--- config.mk ---
export PLATFORM = sky130hd
export DESIGN_NAME = cp0_unit
export DESIGN_NICKNAME = d
export VERILOG_FILES = /design/src/rtl/cp0_unit_pkg.sv /design/src/rtl/cp0_unit_irq_sync_edge.sv /design/src/rtl/cp0_unit.sv
export SDC_FILE = /design/constraint.sdc
export NUM_CORES = 1
export LEC_CHECK = 0
export ABC_CLOCK_PERIOD_IN_PS = 2600
export BUFFER_PORTS_ARGS = -buffer_cell sky130_fd_sc_hd__buf_2
export CORE_ASPECT_RATIO = 1.25
export CORE_MARGIN = 2
export CORE_UTILIZATION = 48
export DETAILED_ROUTE_END_ITERATION = 16
export GPL_ROUTABILITY_DRIVEN = 0
export PLACE_DENSITY = 0.81
export SETUP_SLACK_MARGIN = 0.02
export SLEW_MARGIN = 15
export SYNTH_ARGS = -nofsm -noshare
export SYNTH_HDL_FRONTEND = slang
export SYNTH_HIERARCHICAL = 1
export SYNTH_SLANG_ARGS = --single-unit
--- constraint.sdc ---
create_clock -name clk -period 2.6 [get_ports clk]
set_clock_uncertainty 0.2 [all_clocks]
set_input_delay 0.52 -clock clk [delete_from_list [all_inputs] [get_ports clk]]
set_output_delay 0.52 -clock clk [all_outputs]
set_load 0.01 [all_outputs]
--- src/rtl/cp0_unit_pkg.sv ---
// Shared CP0 definitions: register numbers, Status/Cause field positions,
// exception codes and the exception-mode FSM encoding.
package cp0_unit_pkg;

  localparam logic [4:0] CP0_STATUS = 5'd12;
  localparam logic [4:0] CP0_CAUSE  = 5'd13;
  localparam logic [4:0] CP0_EPC    = 5'd14;

  localparam int ST_IE   = 0;
  localparam int ST_EXL  = 1;
  localparam int IM_LSB  = 8;
  localparam int IP_LSB  = 8;
  localparam int EXC_LSB = 2;
  localparam int EXC_MSB = 6;

  localparam logic [4:0] EXC_INT = 5'd0;
  localparam logic [4:0] EXC_OV  = 5'd12;

  typedef enum logic {
    MODE_NORMAL  = 1'b0,
    MODE_HANDLER = 1'b1
  } mode_e;

endpackage

--- src/rtl/cp0_unit_irq_sync_edge.sv ---
// Per-line 2-FF synchroniser followed by rising-edge detect; a rise on
// async_i appears on rise_o as a one-cycle pulse two clocks later, no backpressure.
module irq_sync_edge #(
  parameter int WIDTH = 6
) (
  input  logic             clk,
  input  logic             reset,
  input  logic [WIDTH-1:0] async_i,
  output logic [WIDTH-1:0] rise_o
);

  logic [WIDTH-1:0] meta_q;
  logic [WIDTH-1:0] sync_q;
  logic [WIDTH-1:0] prev_q;

  always_ff @(posedge clk or posedge reset) begin
    if (reset) begin
      meta_q <= '0;
      sync_q <= '0;
      prev_q <= '0;
    end else begin
      meta_q <= async_i;
      sync_q <= meta_q;
      prev_q <= sync_q;
    end
  end

  assign rise_o = sync_q & ~prev_q;

endmodule

--- src/rtl/cp0_unit.sv ---
// Coprocessor 0: Status/Cause/EPC, interrupt latching and exception entry/return.
// exc_take is registered (one cycle after the causing event); MFC0 reads are combinational.
module cp0_unit
  import cp0_unit_pkg::*;
#(
  parameter int          NUM_IRQ    = 6,
  parameter logic [31:0] EXC_VECTOR = 32'h0000_0180
) (
  input  logic               clk,
  input  logic               reset,
  input  logic               cp0_wt,
  input  logic [4:0]         cp0_addr,
  input  logic [31:0]        cp0_wdata,
  output logic [31:0]        cp0_rdata,
  input  logic               eret,
  input  logic               ov_exc,
  input  logic               inst_boundary,
  input  logic [31:0]        pc_in,
  input  logic [NUM_IRQ-1:0] int_req,
  output logic               exc_take,
  output logic [31:0]        exc_vector,
  output logic [31:0]        epc_out,
  output logic               int_pending
);

  mode_e       mode_q, mode_d;
  logic        ie_q, ie_d;
  logic [7:0]  im_q, im_d;
  logic [7:0]  ip_q, ip_d;
  logic [4:0]  exc_code_q, exc_code_d;
  logic [31:0] epc_q, epc_d;
  logic        exc_take_q, exc_take_d;

  logic [NUM_IRQ-1:0] irq_rise;
  logic [7:0]         irq_set;
  logic               exl;
  logic               wr_status, wr_cause, wr_epc;
  logic               take_ov, take_int;

  irq_sync_edge #(.WIDTH(NUM_IRQ)) u_irq_sync (
    .clk     (clk),
    .reset   (reset),
    .async_i (int_req),
    .rise_o  (irq_rise)
  );

  // EXL is the FSM state itself, so the two can never disagree.
  assign exl       = (mode_q == MODE_HANDLER);
  assign wr_status = cp0_wt && (cp0_addr == CP0_STATUS);
  assign wr_cause  = cp0_wt && (cp0_addr == CP0_CAUSE);
  assign wr_epc    = cp0_wt && (cp0_addr == CP0_EPC);

  assign int_pending = (|(ip_q & im_q)) && ie_q && !exl;

  assign take_ov  = ov_exc && !exc_take_q;
  assign take_int = inst_boundary && int_pending && !eret && !ov_exc && !exc_take_q;

  always_comb begin
    irq_set                = '0;
    irq_set[NUM_IRQ-1:0]   = irq_rise;
  end

  always_comb begin
    mode_d     = mode_q;
    ie_d       = ie_q;
    im_d       = im_q;
    ip_d       = ip_q;
    exc_code_d = exc_code_q;
    epc_d      = epc_q;
    exc_take_d = take_ov || take_int;

    if (wr_status) begin
      ie_d   = cp0_wdata[ST_IE];
      im_d   = cp0_wdata[IM_LSB +: 8];
      mode_d = cp0_wdata[ST_EXL] ? MODE_HANDLER : MODE_NORMAL;
    end
    if (wr_cause) begin
      ip_d       = cp0_wdata[IP_LSB +: 8];
      exc_code_d = cp0_wdata[EXC_MSB:EXC_LSB];
    end
    if (wr_epc) begin
      epc_d = cp0_wdata;
    end

    // Hardware-latched edges override a software clear in the same cycle.
    ip_d = ip_d | irq_set;

    if (eret) begin
      mode_d = MODE_NORMAL;
    end

    if (take_ov) begin
      exc_code_d = EXC_OV;
      mode_d     = MODE_HANDLER;
      if (!exl) begin
        epc_d = pc_in;
      end
    end else if (take_int) begin
      exc_code_d = EXC_INT;
      mode_d     = MODE_HANDLER;
      epc_d      = pc_in;
    end
  end

  always_ff @(posedge clk or posedge reset) begin
    if (reset) begin
      mode_q     <= MODE_NORMAL;
      ie_q       <= 1'b0;
      im_q       <= '0;
      ip_q       <= '0;
      exc_code_q <= '0;
      epc_q      <= '0;
      exc_take_q <= 1'b0;
    end else begin
      mode_q     <= mode_d;
      ie_q       <= ie_d;
      im_q       <= im_d;
      ip_q       <= ip_d;
      exc_code_q <= exc_code_d;
      epc_q      <= epc_d;
      exc_take_q <= exc_take_d;
    end
  end

  always_comb begin
    cp0_rdata = 32'h0;
    case (cp0_addr)
      CP0_STATUS: cp0_rdata = {16'h0, im_q, 6'h0, exl, ie_q};
      CP0_CAUSE:  cp0_rdata = {16'h0, ip_q, 1'b0, exc_code_q, 2'b00};
      CP0_EPC:    cp0_rdata = epc_q;
      default:    cp0_rdata = 32'h0;
    endcase
  end

  assign exc_take   = exc_take_q;
  assign exc_vector = EXC_VECTOR;
  assign epc_out    = epc_q;

endmodule

Yosys cells after proc, flatten, opt, wreduce, memory -nomap -nowiden
Cells that the tools add are included.
{ "classes": {"n_mux": 14, "n_eq_ne": 3, "bitwise": 4, "reduce_logical": 18} }
{ "op_table": {"columns": ["op", "n"], "rows": [
  ["$mux W32", 4],
  ["$pmux W32 S3", 1],
  ["$eq A5 B4 Y1 const B", 3],
  ["$mux W5", 3],
  ["$logic_and A1 B1 Y1", 10],
  ["$and A8 B8 Y8", 1],
  ["$mux W8", 1],
  ["$or A8 B6 Y8", 1],
  ["$reduce_or A8 Y1", 1],
  ["$and A6 B6 Y6", 1],
  ["$not A6 Y6", 1],
  ["$mux W1", 5],
  ["$logic_not A1 Y1", 4],
  ["$reduce_bool A4 Y1", 1],
  ["$reduce_bool A3 Y1", 1],
  ["$logic_or A1 B1 Y1", 1]
]} }
{ "word_totals": {"input_bits": 81, "word_cells": 49, "reg_bits": 74} }

Depth between registers and ports, before layout
Gate-level depths: netlist (run 1).
{ "depth": {"depth_word": 10, "mapped_depth": 6, "depth_no_buf": 4} }

Hierarchy
Netlist (run 1), hierarchy kept.
{ "modules_own_cells": {"columns": ["module", "cells_per_inst", "seq_area_each_um2", "instances", "area_per_inst_um2"], "rows": [
  ["cp0_unit", 288, 1401.3, 1, 3565.9],
  ["irq_sync_edge", 25, 450.4, 1, 536.8]
]} }

Least setup slack after synthesis (run 1)
OpenSTA, ideal clock, no wires.
{ "synth_timing": {"kind": "input port to output port", "startpoint": "input cp0_addr[4]", "endpoint": "output cp0_rdata[3]", "t_arrival_ns": 1.550, "n_path_buf": 1, "path_stages": 4, "path_slack_ns": 0.330, "path_cell_list": "nand3b_1 nor3b_1 buf_2 a22o_1"} }
{ "synth_between": {"elab_chain_len": 2, "word_cells_on_any_way": 4, "cone_classes": "3 x eq/ne; 1 x mux"} }
{ "synth_lines": {"columns": ["item", "line_no", "text"], "rows": [
  ["from (decl)", "cp0_unit.sv:12", "input logic [4:0] cp0_addr,"],
  ["$eq A5 B4 Y1", "cp0_unit.sv:127", "case (cp0_addr)"],
  ["$pmux W32 S3 *", "cp0_unit.sv:127", null],
  ["to (decl)", "cp0_unit.sv:14", "output logic [31:0] cp0_rdata,"]
]} }
Mark *: on every way between the ends. The rest lies on a longest branch, timed or not.

Worst setup path after layout (run 1)
{ "layout_timing": {"startpoint": "input cp0_addr[4]", "endpoint": "output cp0_rdata[11]"} }
The elaborated chain is that of the path after synthesis.

==> flow_summary.toml, run 1 <==
[run_status]
status = "complete, no violations"

[routing]
via_per_inst = 5.16
wl_um = 9670
vias = 2920
firstDrtPassIters = 4
final_antenna_net_count = 0
drtIter0Drc = 128
wire_per_inst_um = 17.1
drc = 0

[synthesis]
synthCells = 313
syn-cell-area_sq_um = 4100
ys.flop_type = "dfrtp_1"
synth.most_common_cell = "dfrtp_1"
avgSynthCellArea_sq_um = 13.1
synth_top_cell_by_area = "dfrtp_1"
synthArstFlopShare = 1.00
synthTopCellsByCount = "74 x dfrtp_1, 60 x mux2_4, 32 x buf_4"
synth_top_area_share = 0.451
ys_ff_latch = 74
synthTopCellsByArea = "dfrtp_1 45%, mux2_4 22%, buf_4 5.9%"
synth_edf_count = 0
synth_cell_types = 32
yosysWarnings = 6
seq_area_frac_synth = 0.451

[worst_hold_path]
hp-start = "int_req[1]"
hold_class = "input pin to flop"
worstHoldEndpoint = "u_irq_sync/meta_q[1]$_DFF_PP0_"
hold_path_depth = 1

[setup_path]
slowest_delay_ns = 0.24
critPathMaxFanout = 13
slowest_stage = "buf_4"
r2r_cells = 5
crit_chain = "buf_2 -> nand3b_1 -> buf_4 -> nor3b_2 -> buf_4 -> nand2_1 -> o21ai_0 -> buf_2"
start_kind = "input pin"
rrSetupSlack_ns = 0.25
r2r-end = "epc_out[0]$_DFF_PP0_"
worst_setup_path_end_kind = "output pin"
critPathKind = "input pin to output pin"
required_ns = 1.88
reg2reg_from = "im_q[4]$_DFFE_PP0P_"
crit_arrival_ns = 1.72

[cts]
clock-sinks = 74
cts_buffers = 9
cts.clk_slew.worst_paths_ns = 0.08
cts.path.max_buffers = 2
htreeDepth = 3
tritoncts = "built"
worst_skew_pair.late_latency_ns = 0.35
cts_root_buf = "clkbuf_8"
cts_setup_buffers = 0
cts-resized-gates = 0

[global_route]
antenna_found_initial = 0
grt_max_degree = 28
grt_pass1_vias = 2926
grt-ovfl-total = 0
track_usage = 0.211
grt_pass1_wl_um = 14700

[power]
peakVddDrop_uv = 459
p_leak_nw = 2.68
totalPowerFinal_mw = 3.36
power_density_nw_per_um2 = 666

[layout]
area_growth_syn_to_layout_pct = 23.1
diodes = 0
fill_cells = 655
final_nets = 546
drive_gt1_frac = 0.557

[timing]
final.min_clock_period_ns = 2.44
max_freq_mhz = 410
drv_slew = 0
slew-limit-headroom = 0.557
hold_violations = 0
rsz0062_at_grt = "no"
finalHoldWorstSlack_ns = 0.0642
layout_setup_ws_ns = 0.161
tightestPinTransition_ns = 0.662
fin_tns_setup_ns = 0
fin_crit_sh = 0.938
setup_violations = 0

[job]
maxCapViolCount = 0

[place]
place.port_buffers = 146
place_ws_ns = 0.190
dp.final_hpwl_um = 7370

[die]
io_pins = 179
coreArea_sq_um = 8290
die_area_sq_um = 9310
die_x_um = 86.7
die_h_um = 107
row_count = 37
initial_core_util = 0.495
==> cell type report <==
class                      instances  area (sq um)  area share
clock buffer                       9           124      0.0245
timing repair buffer             159           868       0.172
tap                               97           121      0.0240
inverter                           3          11.3     0.00223
sequential                        74          1850       0.367
clock inverter                     6          92.6      0.0183
multi-input combinational        218          1980       0.392
==> report_power, final <==
part / total, mW / internal, mW / switching [mW]
clock network: 0.977 / 0.538 / 0.439
registers: 1.48 / 1.33 / 0.149
logic: 0.906 / 0.546 / 0.359
==> timing repair <==
action	CTS	global route
hold buffers	1	0
hold endpoints to repair	14	0
setup endpoints to repair	0	0
==> cells by family after synthesis <==
family | share of synthesized area
flip-flops | 0.451
AO/OA/AOI/OAI | 0.0421
AND/OR/NAND/NOR | 0.109
multiplexers | 0.300
buffers and inverters | 0.0964
other | 0.00183
==> through the flow <==
step           cell area [sq um]  std cells  utilization
2_1_floorplan               4220        343            -
3_3_place_gp                4820        550        0.582
3_5_place_dp                4820        550        0.582
4_1_cts                     5050        566        0.610
5_1_grt                     5050        566        0.610
6_report                    5050        566        0.610
==> state kept, by name (all words and copies together), names as in the netlist <==
| signal | cells |
|---|---|
| epc_out | 32 |
| u_irq_sync/sync_q | 6 |
| exc_take | 1 |
| ip_q | 8 |
| ie_q | 1 |
| im_q | 8 |
| u_irq_sync/meta_q | 6 |
| exl | 1 |
| u_irq_sync/prev_q | 6 |
| exc_code_q | 5 |
==> critical path: cells and delay by family <==
| kind | cells | cell delay (ns) |
|---|---|---|
| buf+inv | 4 | 0.70 |
| simple gates | 3 | 0.38 |
| compound gates | 1 | 0.11 |
==> worst max-delay path by stage <==
stage	startpoint	endpoint	slack, ns
after floorplan	cp0_addr[4]	cp0_rdata[3]	0.33
after global placement	cp0_addr[4]	cp0_rdata[14]	0.20
final	cp0_addr[4]	cp0_rdata[11]	0.16
after detailed placement	cp0_addr[4]	cp0_rdata[14]	0.19
after global routing	cp0_addr[4]	cp0_rdata[8]	0.09
after CTS	cp0_addr[4]	cp0_rdata[14]	0.17
==> cell usage in the layout (no fill, tap or decap), types with 2 or more instances in the layout <==
master and instances:
a22o_1 5, a22oi_1 4, and3_1 17, buf_12 3, buf_2 146, buf_4 9, bufinv_16 2, clkbuf_8 9
clkinv_4 2, clkinvlp_4 2, conb_1 32, dfrtp_1 74, inv_1 2, mux2_2 15, mux2_4 60, mux2i_1 16
nand2_1 14, nand2b_1 2, nand3b_1 9, nor2_1 5, nor2b_4 6, nor3_1 4, o21ai_0 17
==> routing by layer <==
layer  share of wire  vias up  global-route usage
met3           0.045       11              0.0353
met4           0.015        0              0.0871
met5               0        -                   0
met1            0.42     1450               0.252
li1                -     1337                   -
met2            0.52      122               0.370
Note: power is estimated with default switching activity, not from simulation.
==> inputs of run 2 (changes only) <==
--- a/config.mk
+++ b/config.mk
@@ -5,7 +5,7 @@
 export SDC_FILE = /design/constraint.sdc
 export NUM_CORES = 1
 export LEC_CHECK = 0
-export ABC_CLOCK_PERIOD_IN_PS = 2600
+export ABC_CLOCK_PERIOD_IN_PS = 2800
 export BUFFER_PORTS_ARGS = -buffer_cell sky130_fd_sc_hd__buf_2
 export CORE_ASPECT_RATIO = 1.25
 export CORE_MARGIN = 2
==> constraint.sdc (replaced) <==
create_clock -name clk -period 2.8 [get_ports clk]
set_clock_uncertainty 0.2 [all_clocks]
set_input_delay 0.56 -clock clk [delete_from_list [all_inputs] [get_ports clk]]
set_output_delay 0.56 -clock clk [all_outputs]
set_load 0.01 [all_outputs]
==> run 2 against run 1 <==
Compared with the run above:
- critical path depth fell by 3
- hold slack improved by 0.0074 ns
- global-route usage fell by 0.18 points
- final cell count fell by 0.35%
- sequential cell count did not move
- design area fell by 0.97%
==> flow_summary.toml, run 2 (synthesis results as in run 1) <==
[run_status]
status = "complete, no violations"

[worst_hold_path]
hold_class = "input pin to async pin"

[setup_path]
reg2reg_from = "im_q[4]$_DFFE_PP0P_"
crit_arrival_ns = 1.67
worst_setup_path_end_kind = "output pin"
startpoint = "cp0_addr[1]"
start_kind = "input pin"
r2r-end = "epc_out[0]$_DFF_PP0_"
critPathKind = "input pin to output pin"
endpoint = "cp0_rdata[12]"
required_ns = 2.04
r2r_cells = 5
rrSetupSlack_ns = 0.66
critPathMaxFanout = 21

[cts]
hold_buffers = 0
htreeDepth = 3
cts.path.max_buffers = 2
cts_buffers = 9
cts_root_buf = "clkbuf_8"
tritoncts = "built"
cts-resized-gates = 0
worst_skew_pair.late_latency_ns = 0.34
clock-sinks = 74
cts_setup_buffers = 0
cts.clk_slew.worst_paths_ns = 0.08

[layout]
area_growth_syn_to_layout_pct = 21.9
instances_no_fill = 564
layout_commonest_cell = "buf_2"
utilization = 0.604
final_area_sq_um = 5000
mostFrequentLayoutCells = "146 x buf_2, 74 x dfrtp_1, 60 x mux2_4"
fill_cells = 699
final_nets = 543
diodes = 0
drive_gt1_frac = 0.557
largest_reg_flops = 32

[routing]
drc = 0
final_antenna_net_count = 0
drtIter0Drc = 102
vias = 2901
wire_per_inst_um = 17.2
wl_met2_um = 5140
via_per_inst = 5.14
wl_met1_um = 3990
route.met3.wl_um = 468
highest_layer = "met4"
firstDrtPassIters = 4
wl_um = 9680

[place]
place.port_buffers = 146
dp.final_hpwl_um = 7260
place_ws_ns = 0.372
postPlaceCellArea_sq_um = 4810
dp_cells = 548

[die]
coreArea_sq_um = 8290
row_count = 37
die_area_sq_um = 9310
io_pins = 179
initial_core_util = 0.495
die_h_um = 107
die_x_um = 86.7

[global_route]
grt_max_degree = 33
grt-ovfl-total = 0
grt_pass1_vias = 2938
grt_pass1_wl_um = 14700
track_usage = 0.209
antenna_found_initial = 0

[timing]
setup_violations = 0
slew-limit-headroom = 0.558
fin_tns_setup_ns = 0
hold_violations = 0
max_freq_mhz = 412
drv_slew = 0
finalHoldWorstSlack_ns = 0.0716
tightestPinTransition_ns = 0.663
layout_setup_ws_ns = 0.372
rsz0062_at_grt = "no"
final.min_clock_period_ns = 2.43
fin_crit_sh = 0.867

[power]
pwr-share-clk = 0.268
p_int_mw = 2.15
power_density_nw_per_um2 = 606
totalPowerFinal_mw = 3.03
pwr-share-comb = 0.278
p_leak_nw = 2.66
swShare = 0.290
peakVddDrop_uv = 407
p_switching_uw = 879
seqPwrFrac = 0.454

[job]
maxCapViolCount = 0
-- run 2: cell types whose count changed in the layout (fill, tap and decap cells not counted) --
cell	delta
buf_4	-2
bufinv_16	-1
clkinv_2	+3
clkinv_4	-2
dlygate4sd3_1	-1
inv_6	+1
-- run 2: how the worst min path moves through the flow --
stage,from,slack (ns),cells after the start,endpoint
finish,reset,0.07,2,epc_out[12]$_DFF_PP0_
global placement,u_irq_sync/meta_q[2]$_DFF_PP0_,0.13,0,u_irq_sync/sync_q[2]$_DFF_PP0_
global route,reset,0.09,2,epc_out[12]$_DFF_PP0_
detailed placement,u_irq_sync/meta_q[2]$_DFF_PP0_,0.14,0,u_irq_sync/sync_q[2]$_DFF_PP0_
floorplan,u_irq_sync/meta_q[0]$_DFF_PP0_,0.13,0,u_irq_sync/sync_q[0]$_DFF_PP0_
CTS,reset,0.07,2,epc_out[12]$_DFF_PP0_
-- run 2: layout make-up --
type                            instances  area [sq um]  share of cell area
Tap cell                               97           121              0.0243
Clock buffer                            9           124              0.0248
Sequential cell                        74          1850               0.370
Inverter                                3          11.3             0.00225
Clock inverter                          7          68.8              0.0138
Multi-Input combinational cell        218          1980               0.396
Timing Repair Buffer                  156           843               0.169
-- run 2: power groups by stage --
stage / Combinational (mW) / Clock (mW) / Sequential (mW)
floorplan: 0.548 / 0 / 1.42
global placement: 0.823 / 0 / 1.38
detailed placement: 0.846 / 0 / 1.39
CTS: 0.852 / 0.850 / 1.38
global route: 0.910 / 0.890 / 1.39
finish: 0.843 / 0.812 / 1.38
-- run 2: routing by layer --
metal | up-vias | GRT usage
met4 | 0 | 0.0502
met5 | - | 0
met3 | 8 | 0.0506
met1 | 1440 | 0.251
li1 | 1334 | -
met2 | 119 | 0.373
-- run 2: worst max-delay path, cell delays in order --
cell     delay [ns]
buf_2          0.34
buf_4          0.31
mux2i_1        0.21
o21ai_0        0.08
buf_2          0.14
